===== config.mk =====
export PLATFORM = sky130hd
export DESIGN_NAME = pc_fetch_ctrl
export DESIGN_NICKNAME = d
export VERILOG_FILES = /design/src/rtl/riscv_pkg.sv /design/src/rtl/pc_next_mux.sv /design/src/rtl/pc_fetch_ctrl.sv
export SDC_FILE = /design/constraint.sdc
export NUM_CORES = 1
export LEC_CHECK = 0
export ABC_AREA = 0
export CORE_AREA = 2 2 98 91
export DETAILED_ROUTE_END_ITERATION = 12
export DIE_AREA = 0 0 100 93
export PLACE_DENSITY = 0.84
export SLEW_MARGIN = 10
export SYNTH_ARGS = -nofsm -noshare
export SYNTH_HDL_FRONTEND = slang
export SYNTH_HIERARCHICAL = 1
export SYNTH_SLANG_ARGS = --single-unit

===== constraint.sdc =====
create_clock -name clk -period 1.16 [get_ports clk]
set_input_delay 0.174 -clock clk [delete_from_list [all_inputs] [get_ports clk]]
set_output_delay 0.174 -clock clk [all_outputs]
set_load 0.02 [all_outputs]

===== src/rtl/riscv_pkg.sv =====
// Shared types and constants for the fetch front end.
// Default vectors here are overridable per instance.
package riscv_pkg;

  localparam int XLEN = 32;

  localparam logic [XLEN-1:0] DEF_RESET_VECTOR = 32'h0000_0000;
  localparam logic [XLEN-1:0] DEF_TRAP_VECTOR  = 32'h0000_0100;
  localparam logic [XLEN-1:0] DEF_INCREMENT    = 32'd4;

  typedef enum logic [1:0] {
    BOOT,
    FETCH,
    HALT
  } fetch_state_e;

endpackage


===== src/rtl/pc_next_mux.sv =====
// Next-PC selection: sequential sum, aligned redirect or trap vector.
// Trap selection exists only when PC_MISALIGN_TRAP_EN is defined.
module pc_next_mux
  import riscv_pkg::*;
#(
  parameter logic [XLEN-1:0] TRAP_VECTOR = DEF_TRAP_VECTOR
) (
  input  logic [XLEN-1:0] add_sum,
  input  logic            branch_taken,
  input  logic [XLEN-1:0] branch_target,
  output logic [XLEN-1:0] next_pc,
  output logic            misaligned
);

  logic [XLEN-1:0] aligned;

  assign aligned = branch_target & ~XLEN'(3);

`ifdef PC_MISALIGN_TRAP_EN
  assign misaligned = branch_taken
                    & (|branch_target[1:0]);
`else
  assign misaligned = 1'b0;
`endif

  always_comb begin
    next_pc = add_sum;
    if (misaligned)
      next_pc = TRAP_VECTOR;
    else if (branch_taken)
      next_pc = aligned;
  end

endmodule


===== src/rtl/pc_fetch_ctrl.sv =====
// PC register and fetch sequencer feeding an external adder.
// Optional misaligned-redirect trap: PC_MISALIGN_TRAP_EN.
module pc_fetch_ctrl
  import riscv_pkg::*;
#(
  parameter logic [XLEN-1:0] RESET_VECTOR = DEF_RESET_VECTOR,
  parameter logic [XLEN-1:0] TRAP_VECTOR  = DEF_TRAP_VECTOR,
  parameter logic [XLEN-1:0] INCREMENT    = DEF_INCREMENT,
  parameter int              BOOT_CYCLES  = 2
) (
  input  logic            clk,
  input  logic            rst,
  input  logic            stall,
  input  logic            branch_taken,
  input  logic [XLEN-1:0] branch_target,
  input  logic            halt_req,
  input  logic            imem_ready,
  input  logic [XLEN-1:0] add_sum,
  input  logic            add_cout,
  output logic [XLEN-1:0] add_a,
  output logic [XLEN-1:0] add_b,
  output logic [XLEN-1:0] pc,
  output logic            imem_req,
  output logic            halted,
  output logic            pc_wrap,
  output logic            trap
);

  localparam int CW =
    (BOOT_CYCLES > 1) ? $clog2(BOOT_CYCLES) : 1;
  localparam logic [CW-1:0] CNT_LAST =
    CW'(BOOT_CYCLES - 1);

  fetch_state_e    state, state_n;
  logic [CW-1:0]   cnt;
  logic            accept;
  logic            mis;
  logic [XLEN-1:0] next_pc;

  assign add_a  = pc;
  assign add_b  = INCREMENT;
  assign accept = (state == FETCH)
                & ~stall & imem_ready;

  pc_next_mux #(
    .TRAP_VECTOR (TRAP_VECTOR)
  ) u_mux (
    .add_sum       (add_sum),
    .branch_taken  (branch_taken),
    .branch_target (branch_target),
    .next_pc       (next_pc),
    .misaligned    (mis)
  );

  always_comb begin
    state_n  = state;
    imem_req = 1'b0;
    halted   = 1'b0;
    unique case (state)
      BOOT: begin
        if (cnt == CNT_LAST)
          state_n = FETCH;
      end
      FETCH: begin
        imem_req = ~stall;
        if (accept && halt_req)
          state_n = HALT;
      end
      HALT: halted = 1'b1;
      default: state_n = BOOT;
    endcase
  end

  always_ff @(posedge clk) begin
    if (rst) begin
      state   <= BOOT;
      cnt     <= '0;
      pc      <= RESET_VECTOR;
      pc_wrap <= 1'b0;
      trap    <= 1'b0;
    end else begin
      state <= state_n;
      trap  <= accept & mis;
      if (state == BOOT)
        cnt <= cnt + 1'b1;
      if (accept)
        pc <= next_pc;
      // carry only matters on a sequential advance
      if (accept && !branch_taken && add_cout)
        pc_wrap <= 1'b1;
    end
  end

endmodule


==> flow_summary.json, run 1 <==
{
  "outcome": "finished with violations",
  "violations": "negative setup slack",
  "cts_buffers": 5,
  "fin_area_mm2": 0.003731,
  "clk_pin_slew_ns": 0.07,
  "drv_cap": 0,
  "cp_max_fo": 4,
  "synth_top_family_by_area": "multiplexers",
  "worst_hold_startpoint": "rst",
  "critPathMaxStageDelay_ns": 0.36,
  "grt_max_degree": 47,
  "core_mm2": 0.008328,
  "synth-compound-area-share": 0.01601,
  "post-place-ws_ns": -0.4138,
  "insertedDiodeCount": 0,
  "cts_root_buf": "clkbuf_8",
  "port_buffers": 136,
  "cp-end-kind": "primary output",
  "wl_met2_mm": 3.302,
  "grt_pass1_wl_mm": 9.273,
  "synth-edff-count": 0,
  "finalMaxSlewViolations": 0,
  "nets": 439,
  "antenna_found_initial": 0,
  "crit_arrival_ns": 1.10,
  "synthCells": 262,
  "synthAdderAreaFrac": 0,
  "row_count": 32,
  "yosysSeqAreaShare": 0.2787,
  "yosysWarnings": 6,
  "ir_drop_mv": 0.4459,
  "die_h_um": 93,
  "wl_met1_mm": 2.358,
  "crit_buf_inv": 2,
  "cts_buffer_depth": 2,
  "post_synth.cell_area_avg_um2": 10.14,
  "hold_path_class": "input pin to flop",
  "synth_seq_cells": 37,
  "r2r-start": "state[1]$_SDFFE_PP0P_",
  "area_growth_pct": 40.40,
  "path_delay_family": "flip-flops",
  "power_density_mw_per_mm2": 857.2,
  "viasPerCell": 4.172,
  "synthFlopType": "dfxtp_1",
  "dpl.hpwl_mm": 4.563,
  "layout_common_cells": "65 x clkdlybuf4s50_1, 64 x nand2b_1, 43 x clkbuf_2",
  "h-tree-depth": 2,
  "grt_pass1_vias": 1878,
  "vias": 1961,
  "min_period_ns": 1.277,
  "synthXorXnorAreaFrac": 0,
  "dieWidth_um": 100,
  "dieArea_mm2": 0.009300,
  "crit_path_start_kind": "flop",
  "p_leak_nw": 1.608,
  "final.setup.worst_slack_ns": -0.1173,
  "io_pins": 171,
  "nFillCells": 809,
  "r2r_cells": 3,
  "drive_above_1_share": 0.3370,
  "critical_path.slowest_cell": "dfxtp_4",
  "hold_buffers": 0,
  "clk_latency_ns": 0.28,
  "clock-sinks": 37,
  "drc": 0,
  "max_freq_mhz": 782.9,
  "cts_tree": "built",
  "post-route-period-util": 1.101,
  "r2r_end": "add_a[2]$_SDFFE_PP0N_",
  "hold_violations": 0,
  "place_congestion": 0.7114,
  "postPlaceCellArea_mm2": 0.003730,
  "min_to": "state[0]$_SDFFE_PP0P_",
  "syn_area_mm2": 0.002658,
  "synth_cell_types": 22,
  "cp.required_ns": 0.99,
  "multi_input_area_mm2": 0.001419,
  "ys_async_sr_fraction": 0,
  "drt_iter0_drc": 21,
  "regArea_um2": 747.0,
  "synth_simple_gate_area_frac": 0.1784,
  "antenna_left": 0,
  "dr_wl_met3_um": 452,
  "wl_per_cell_um": 13.15,
  "initial_core_util": 0.3191,
  "crit_chain": "buf_6, nor3b_4, buf_6",
  "synthMuxAreaShare": 0.2872,
  "holdPathStages": 3,
  "layout_commonest_cell": "clkdlybuf4s50_1",
  "fin_skew_ns": 0.006561,
  "grt_usage": 0.1255,
  "grt-ovfl-total": 0,
  "rsz0062_at_grt": "yes",
  "setup_viol": 35,
  "crit_top_cell": "buf_6",
  "highest_layer": "met4",
  "drt-total-wl_mm": 6.181,
  "criticalPathCategory": "flop to primary output",
  "dr.pass1.iters": 4,
  "r2r_slack_ns": -0.11
}
per-layer routing:
metal,vias up,GRT usage
met3,6,0.02915
met2,89,0.2410
met1,906,0.1368
met4,0,0.03425
li1,960,-
met5,-,0
synthesized netlist by cell type, types with 2 or more instances:
| cell type | count | area share |
|---|---|---|
| and2b_2 | 2 | 0.0066 |
| buf_12 | 2 | 0.015 |
| a22o_1 | 2 | 0.0066 |
| nor2b_1 | 2 | 0.0047 |
| mux2i_1 | 32 | 0.12 |
| conb_1 | 3 | 0.0042 |
| nand2b_1 | 64 | 0.15 |
| dfxtp_1 | 37 | 0.28 |
| clkbuf_1 | 7 | 0.0099 |
| mux2_2 | 2 | 0.0085 |
| buf_4 | 65 | 0.18 |
| nor3b_1 | 2 | 0.0056 |
| mux2_4 | 28 | 0.16 |
| buf_6 | 6 | 0.025 |
worst max-delay path by stage:
stage	startpoint	to	depth (start not counted)
6_report	state[1]$_SDFFE_PP0P_	imem_req	3
5_1_grt	state[1]$_SDFFE_PP0P_	imem_req	3
4_1_cts	state[1]$_SDFFE_PP0P_	add_a[16]$_SDFFE_PP0N_	4
3_5_place_dp	stall	imem_req	3
3_3_place_gp	stall	imem_req	3
2_1_floorplan	state[1]$_SDFFE_PP0P_	state[0]$_SDFFE_PP0P_	3
state kept, by name (all words and copies together) (netlist names):
register	count
trap	1
cnt	1
pc_wrap	1
state	2
add_a	32
per-stage QoR:
step	std cells	power [W]	TNS, ns	util	hold slack (ns)
after floorplan	292	0.002049	0	-	0.2697
after global placement	457	0.002321	-11.38	0.4479	0.4644
after detailed placement	457	0.002341	-12.54	0.4479	0.4687
after CTS	468	0.003281	-3.265	0.4725	0.2904
after global routing	470	0.003358	-4.824	0.4480	0.3191
final	470	0.003198	-2.903	0.4480	0.3026
where the power goes:
part / switching (W) / internal [W]
Combinational: 0.000407 / 0.000538
Sequential: 0.0000374 / 0.00132
Clock: 0.000429 / 0.000471
Total: 0.000874 / 0.00232
cell families after synthesis:
logic type / after synthesis
other: 3
DFF: 37
muxes: 62
buffers and inverters: 81
and+or+nand+nor: 74
AOI/OAI and AO/OA: 5
repair_timing:
action | CTS | global route
buffers inserted | 2 | 3
resized for setup | 163 | 58
setup endpoints to repair | 102 | 84
pin swaps | 1 | 2
cloned | 2 | 1
area by class of cell:
class | instances | area share
clock buffers | 7 | 0.02314
well taps | 102 | 0.03421
inverters | 1 | 0.001006
flip-flops and latches | 37 | 0.2002
multi-input cells | 174 | 0.3803
repair buffers | 149 | 0.3612
worst min-delay path, cell delays in order:
cell and delay [ns]:
buf_2 0.17, buf_12 0.16, a2111oi_2 0.05
Note: power is estimated with default switching activity, not from simulation.
==> inputs of run 2 (changes only) <==
- CORE_AREA: 2 2 98 91 -> 2 2 93 95
- CTS_CLUSTER_SIZE: unset -> 12
- DIE_AREA: 0 0 100 93 -> 0 0 95 97
- PLACE_DENSITY: 0.84 -> 0.85
==> flow_summary.json, run 2 (synthesis results as in run 1) <==
{
  "max_freq_mhz": 783.9,
  "grt_usage": 0.1347,
  "vias": 1977,
  "h-tree-depth": 2,
  "ir_drop_mv": 0.3850,
  "r2r_cells": 3,
  "clock-sinks": 37,
  "power_density_mw_per_mm2": 848.7,
  "critPathMaxStageDelay_ns": 0.49,
  "core_mm2": 0.008134,
  "setup_viol": 35,
  "grt_pass1_wl_mm": 9.653,
  "row_count": 33,
  "cp-endpoint": "add_a[17]$_SDFFE_PP0N_",
  "dieArea_mm2": 0.009215,
  "path_depth": 3,
  "clk_pin_slew_ns": 0.08,
  "criticalPathCategory": "flop to flop",
  "dieWidth_um": 95,
  "antenna_left": 0,
  "crit_chain": "and4bb_4, buf_12, mux2i_2",
  "cp.required_ns": 1.37,
  "hold_violations": 0,
  "r2r-start": "state[1]$_SDFFE_PP0P_",
  "finalMaxSlewViolations": 0,
  "layout_common_cells": "65 x clkdlybuf4s50_1, 64 x nand2b_1, 43 x clkbuf_2",
  "dr.pass1.iters": 4,
  "final.setup.worst_slack_ns": -0.1157,
  "drt-total-wl_mm": 6.428,
  "largest_reg_flops": 32,
  "rsz0062_at_grt": "yes",
  "min_period_ns": 1.276,
  "cts_tree": "built",
  "wl_per_cell_um": 13.50,
  "cp_max_fo": 8,
  "p_clk_frac": 0.273,
  "final_util": 0.4624,
  "die_h_um": 97,
  "area_growth_pct": 41.53,
  "drc": 0,
  "power_frac_seq": 0.425,
  "grt_max_degree": 39,
  "startpoint": "state[1]$_SDFFE_PP0P_",
  "violations": "negative setup slack",
  "grt-ovfl-total": 0,
  "finalNonFillerCells": 476,
  "cts_buffer_depth": 2,
  "crit_buf_inv": 1,
  "p_sw_frac": 0.2854,
  "drv_cap": 0,
  "insertedDiodeCount": 0,
  "cts_root_buf": "clkbuf_8",
  "crit_path_start_kind": "flop",
  "cts_buffers": 5,
  "layout_commonest_cell": "clkdlybuf4s50_1",
  "initial_core_util": 0.3267,
  "viasPerCell": 4.153,
  "critical_path.slowest_cell": "and4bb_4",
  "r2r_slack_ns": -0.12,
  "p_switching_w": 0.0009110,
  "r2r_end": "add_a[17]$_SDFFE_PP0N_",
  "fin_skew_ns": 0.005943,
  "grt_pass1_vias": 1943,
  "drive_above_1_share": 0.3558,
  "place_congestion": 0.6446,
  "drt_iter0_drc": 32,
  "dpl.hpwl_mm": 4.732,
  "crit_arrival_ns": 1.48,
  "post-route-period-util": 1.100,
  "power.internal_w": 0.002281,
  "io_pins": 171,
  "power_frac_comb": 0.302,
  "hold_path_class": "input pin to flop",
  "port_buffers": 136,
  "cp-end-kind": "flop",
  "nets": 441,
  "antenna_found_initial": 0,
  "clk_latency_ns": 0.28,
  "dpl.cell_count": 462,
  "outcome": "finished with violations",
  "path_delay_family": "simple AND/OR/NAND/NOR gates",
  "p_leak_nw": 1.610
}
-- run 2: layer usage --
metal / wire, µm / GRT usage / vias up / share of wire
li1: - / - / 968 / -
met1: 2339 / 0.1349 / 915 / 0.36
met2: 3568 / 0.2711 / 90 / 0.56
met3: 475 / 0.03037 / 4 / 0.074
met4: 44 / 0.03010 / 0 / 0.0068
met5: 0 / 0 / - / 0
-- run 2: per-stage QoR --
step                hold WS, ns  instance area (µm²)  setup TNS (ns)  worst slack, ns  power, W
floorplan                0.2697                 2770               0          0.03663  0.002049
global placement         0.4682                 3749          -10.70          -0.4139  0.002322
detailed placement       0.4795                 3749          -11.69          -0.4066  0.002345
CTS                      0.1686                 4048          -3.464          -0.1505  0.003273
global route             0.1872                 3761          -3.928          -0.1468  0.003364
finish                   0.1832                 3761          -2.427          -0.1157  0.003192
-- run 2: cell type report --
class	instances	area, µm²
clock buffer	6	72.57
clock inverter	2	10.01
timing repair buffer	151	1356
fill	760	4373
sequential	37	747.0
tap	105	131.4
inverter	1	3.754
multi-input combinational	174	1440
-- run 2: worst min-delay path by stage --
stage | endpoint | from | cells after the start | slack (ns)
after detailed placement | state[0]$_SDFFE_PP0P_ | rst | 2 | 0.48
after CTS | state[0]$_SDFFE_PP0P_ | rst | 2 | 0.17
after floorplan | state[0]$_SDFFE_PP0P_ | halt_req | 1 | 0.27
after global routing | state[0]$_SDFFE_PP0P_ | rst | 2 | 0.19
final | cnt$_SDFFE_PP0N_ | rst | 2 | 0.18
after global placement | pc_wrap$_SDFFE_PP0P_ | pc_wrap$_SDFFE_PP0P_ | 1 | 0.47
-- run 2: timing repair --
| item | CTS | global route |
|---|---|---|
| pin swaps | 2 | 3 |
| hold buffers | 0 | 0 |
| resized for setup | 166 | 59 |
| buffers inserted | 6 | 1 |
| endpoints found under the setup margin | 101 | 86 |
| gates cloned | 4 | 0 |
-- run 2: power groups by stage --
stage	combinational, W	sequential, W	clock (W)
3_5_place_dp	0.000963	0.00138	0
3_3_place_gp	0.000943	0.00138	0
4_1_cts	0.00101	0.00135	0.000910
2_1_floorplan	0.000633	0.00142	0
5_1_grt	0.00103	0.00136	0.000972
6_report	0.000963	0.00136	0.000872
==> inputs of run 3 (changes only) <==
- CORE_AREA: 2 2 93 95 -> 2 2 85 87
- CTS_CLUSTER_SIZE: 12 -> 8
- DIE_AREA: 0 0 95 97 -> 0 0 87 89
- PLACE_DENSITY: 0.85 -> 0.95
- clock period: 1.16 -> 1.5 ns (I/O delays scaled with it)
==> flow_summary.json, run 3 (synthesis results as in run 1) <==
{
  "fin_skew_ns": 0.002785,
  "cts_buffers": 5,
  "dr.pass1.iters": 4,
  "dpl.cell_count": 432,
  "min_period_ns": 1.468,
  "r2r_slack_ns": 0.24,
  "clock-sinks": 37,
  "crit_arrival_ns": 1.24,
  "h-tree-depth": 2,
  "viasPerCell": 4.466,
  "clk_pin_slew_ns": 0.07,
  "nets": 430,
  "r2r-start": "state[0]$_SDFFE_PP0P_",
  "final.setup.worst_slack_ns": 0.03240,
  "area_growth_pct": 43.17,
  "die_h_um": 89,
  "finalNonFillerCells": 440,
  "outcome": "completed",
  "cts_tree": "built",
  "critical_path.slowest_cell": "clkdlybuf4s50_1",
  "nFillCells": 581,
  "p_leak_nw": 2.222,
  "holdPathStages": 3,
  "r2r_cells": 3,
  "port_buffers": 136,
  "worst_hold_startpoint": "rst",
  "path_delay_family": "buffers and inverters",
  "antenna_found_initial": 0,
  "criticalPathCategory": "flop to primary output",
  "wl_per_cell_um": 13.12,
  "grt_pass1_wl_mm": 8.645,
  "cp_max_fo": 3,
  "dpl.hpwl_mm": 4.380,
  "drt-total-wl_mm": 5.772,
  "drt_iter0_drc": 60,
  "drive_above_1_share": 0.1306,
  "hold_path_class": "input pin to flop",
  "dieWidth_um": 87,
  "hold_violations": 0,
  "initial_core_util": 0.3955,
  "regArea_um2": 740.7,
  "grt_pass1_vias": 1930,
  "cts_setup_buffers": 0,
  "grt_usage": 0.1395,
  "dieArea_mm2": 0.007743,
  "min_to": "state[0]$_SDFFE_PP0P_",
  "cp-end-kind": "primary output",
  "grt_max_degree": 70,
  "power_density_mw_per_mm2": 632.3,
  "finalSetupTns_ns": 0,
  "drc": 0,
  "post-place-ws_ns": -0.1682,
  "layout_commonest_cell": "clkdlybuf4s50_1",
  "clk_latency_ns": 0.28,
  "cts_root_buf": "clkbuf_8",
  "antenna_left": 0,
  "core_mm2": 0.006719,
  "crit_path_start_kind": "flop",
  "vias": 1965,
  "rsz0062_at_grt": "no",
  "post-route-period-util": 0.9784,
  "ir_drop_mv": 0.3923,
  "critPathMaxStageDelay_ns": 0.61,
  "io_pins": 171,
  "r2r_end": "add_a[10]$_SDFFE_PP0N_",
  "crit_buf_inv": 1,
  "cp.required_ns": 1.27,
  "cts_buffer_depth": 2,
  "setup_viol": 0,
  "finalMaxSlewViolations": 0,
  "crit_chain": "clkdlybuf4s50_1",
  "largest_reg_flops": 32,
  "multi_input_area_mm2": 0.001404,
  "max_freq_mhz": 681.4,
  "layout_common_cells": "71 x clkdlybuf4s50_1, 64 x nand2b_1, 37 x dfxtp_1",
  "row_count": 30,
  "place_congestion": 0.6745,
  "grt-ovfl-total": 0,
  "insertedDiodeCount": 0,
  "drv_cap": 0
}
## run 3: cell types whose count changed in the layout (fill, tap and decap cells not counted), sizes merged
| cell | delta |
|---|---|
| clkdlybuf4s50 | +6 |
| clkdlybuf4s15 | -21 |
| dlygate4sd2 | +24 |
| dlymetal6s2s | +35 |
| buf | -14 |
| clkinv | -2 |
| clkbuf | -39 |
## run 3: power breakdown
part	total (W)	switching [W]	internal (W)	leakage [nW]
clock	0.000654	0.000324	0.000330	0.0395
sequential	0.00105	0.0000283	0.00102	0.300
combinational	0.000706	0.000301	0.000404	1.88
## run 3: what timing repair did
item | in CTS | in global routing
cloned | 0 | 0
hold buffers | 0 | 0
setup endpoints to repair | 36 | 38
gates resized for setup | 28 | 40
## run 3: through the flow
stage,utilization,hold WS [ns],total power [W],area [µm²]
after floorplan,-,0.3207,0.001585,2770
after global placement,0.5477,0.4631,0.001781,3680
after detailed placement,0.5477,0.4770,0.001801,3680
after CTS,0.5544,0.4015,0.002453,3725
after global routing,0.5663,0.4384,0.002526,3805
final,0.5663,0.4031,0.002406,3805
## run 3: worst max-delay path by stage
stage | depth (start not counted) | end | slack, ns | startpoint
after floorplan | 3 | state[0]$_SDFFE_PP0P_ | 0.38 | state[1]$_SDFFE_PP0P_
after global placement | 3 | imem_req | -0.16 | stall
after detailed placement | 3 | imem_req | -0.17 | stall
after CTS | 1 | pc[3] | 0.0009 | add_a[3]$_SDFFE_PP0N_
after global routing | 1 | pc[24] | 0.002 | add_a[24]$_SDFFE_PP0N_
final | 1 | pc[24] | 0.03 | add_a[24]$_SDFFE_PP0N_
## run 3: metal layers
metal,GRT usage,part of all wire,up-vias
li1,-,-,947
met1,0.1404,0.36,921
met2,0.2769,0.55,90
met3,0.03232,0.080,7
met4,0.05114,0.011,0
met5,0,0,-
## run 3: area by class of cell
type	instances	share of cell area
multi-input combinational	174	0.3690
tap	80	0.02631
inverter	1	0.0009865
sequential	37	0.1947
clock buffer	8	0.02105
timing repair buffer	140	0.3880
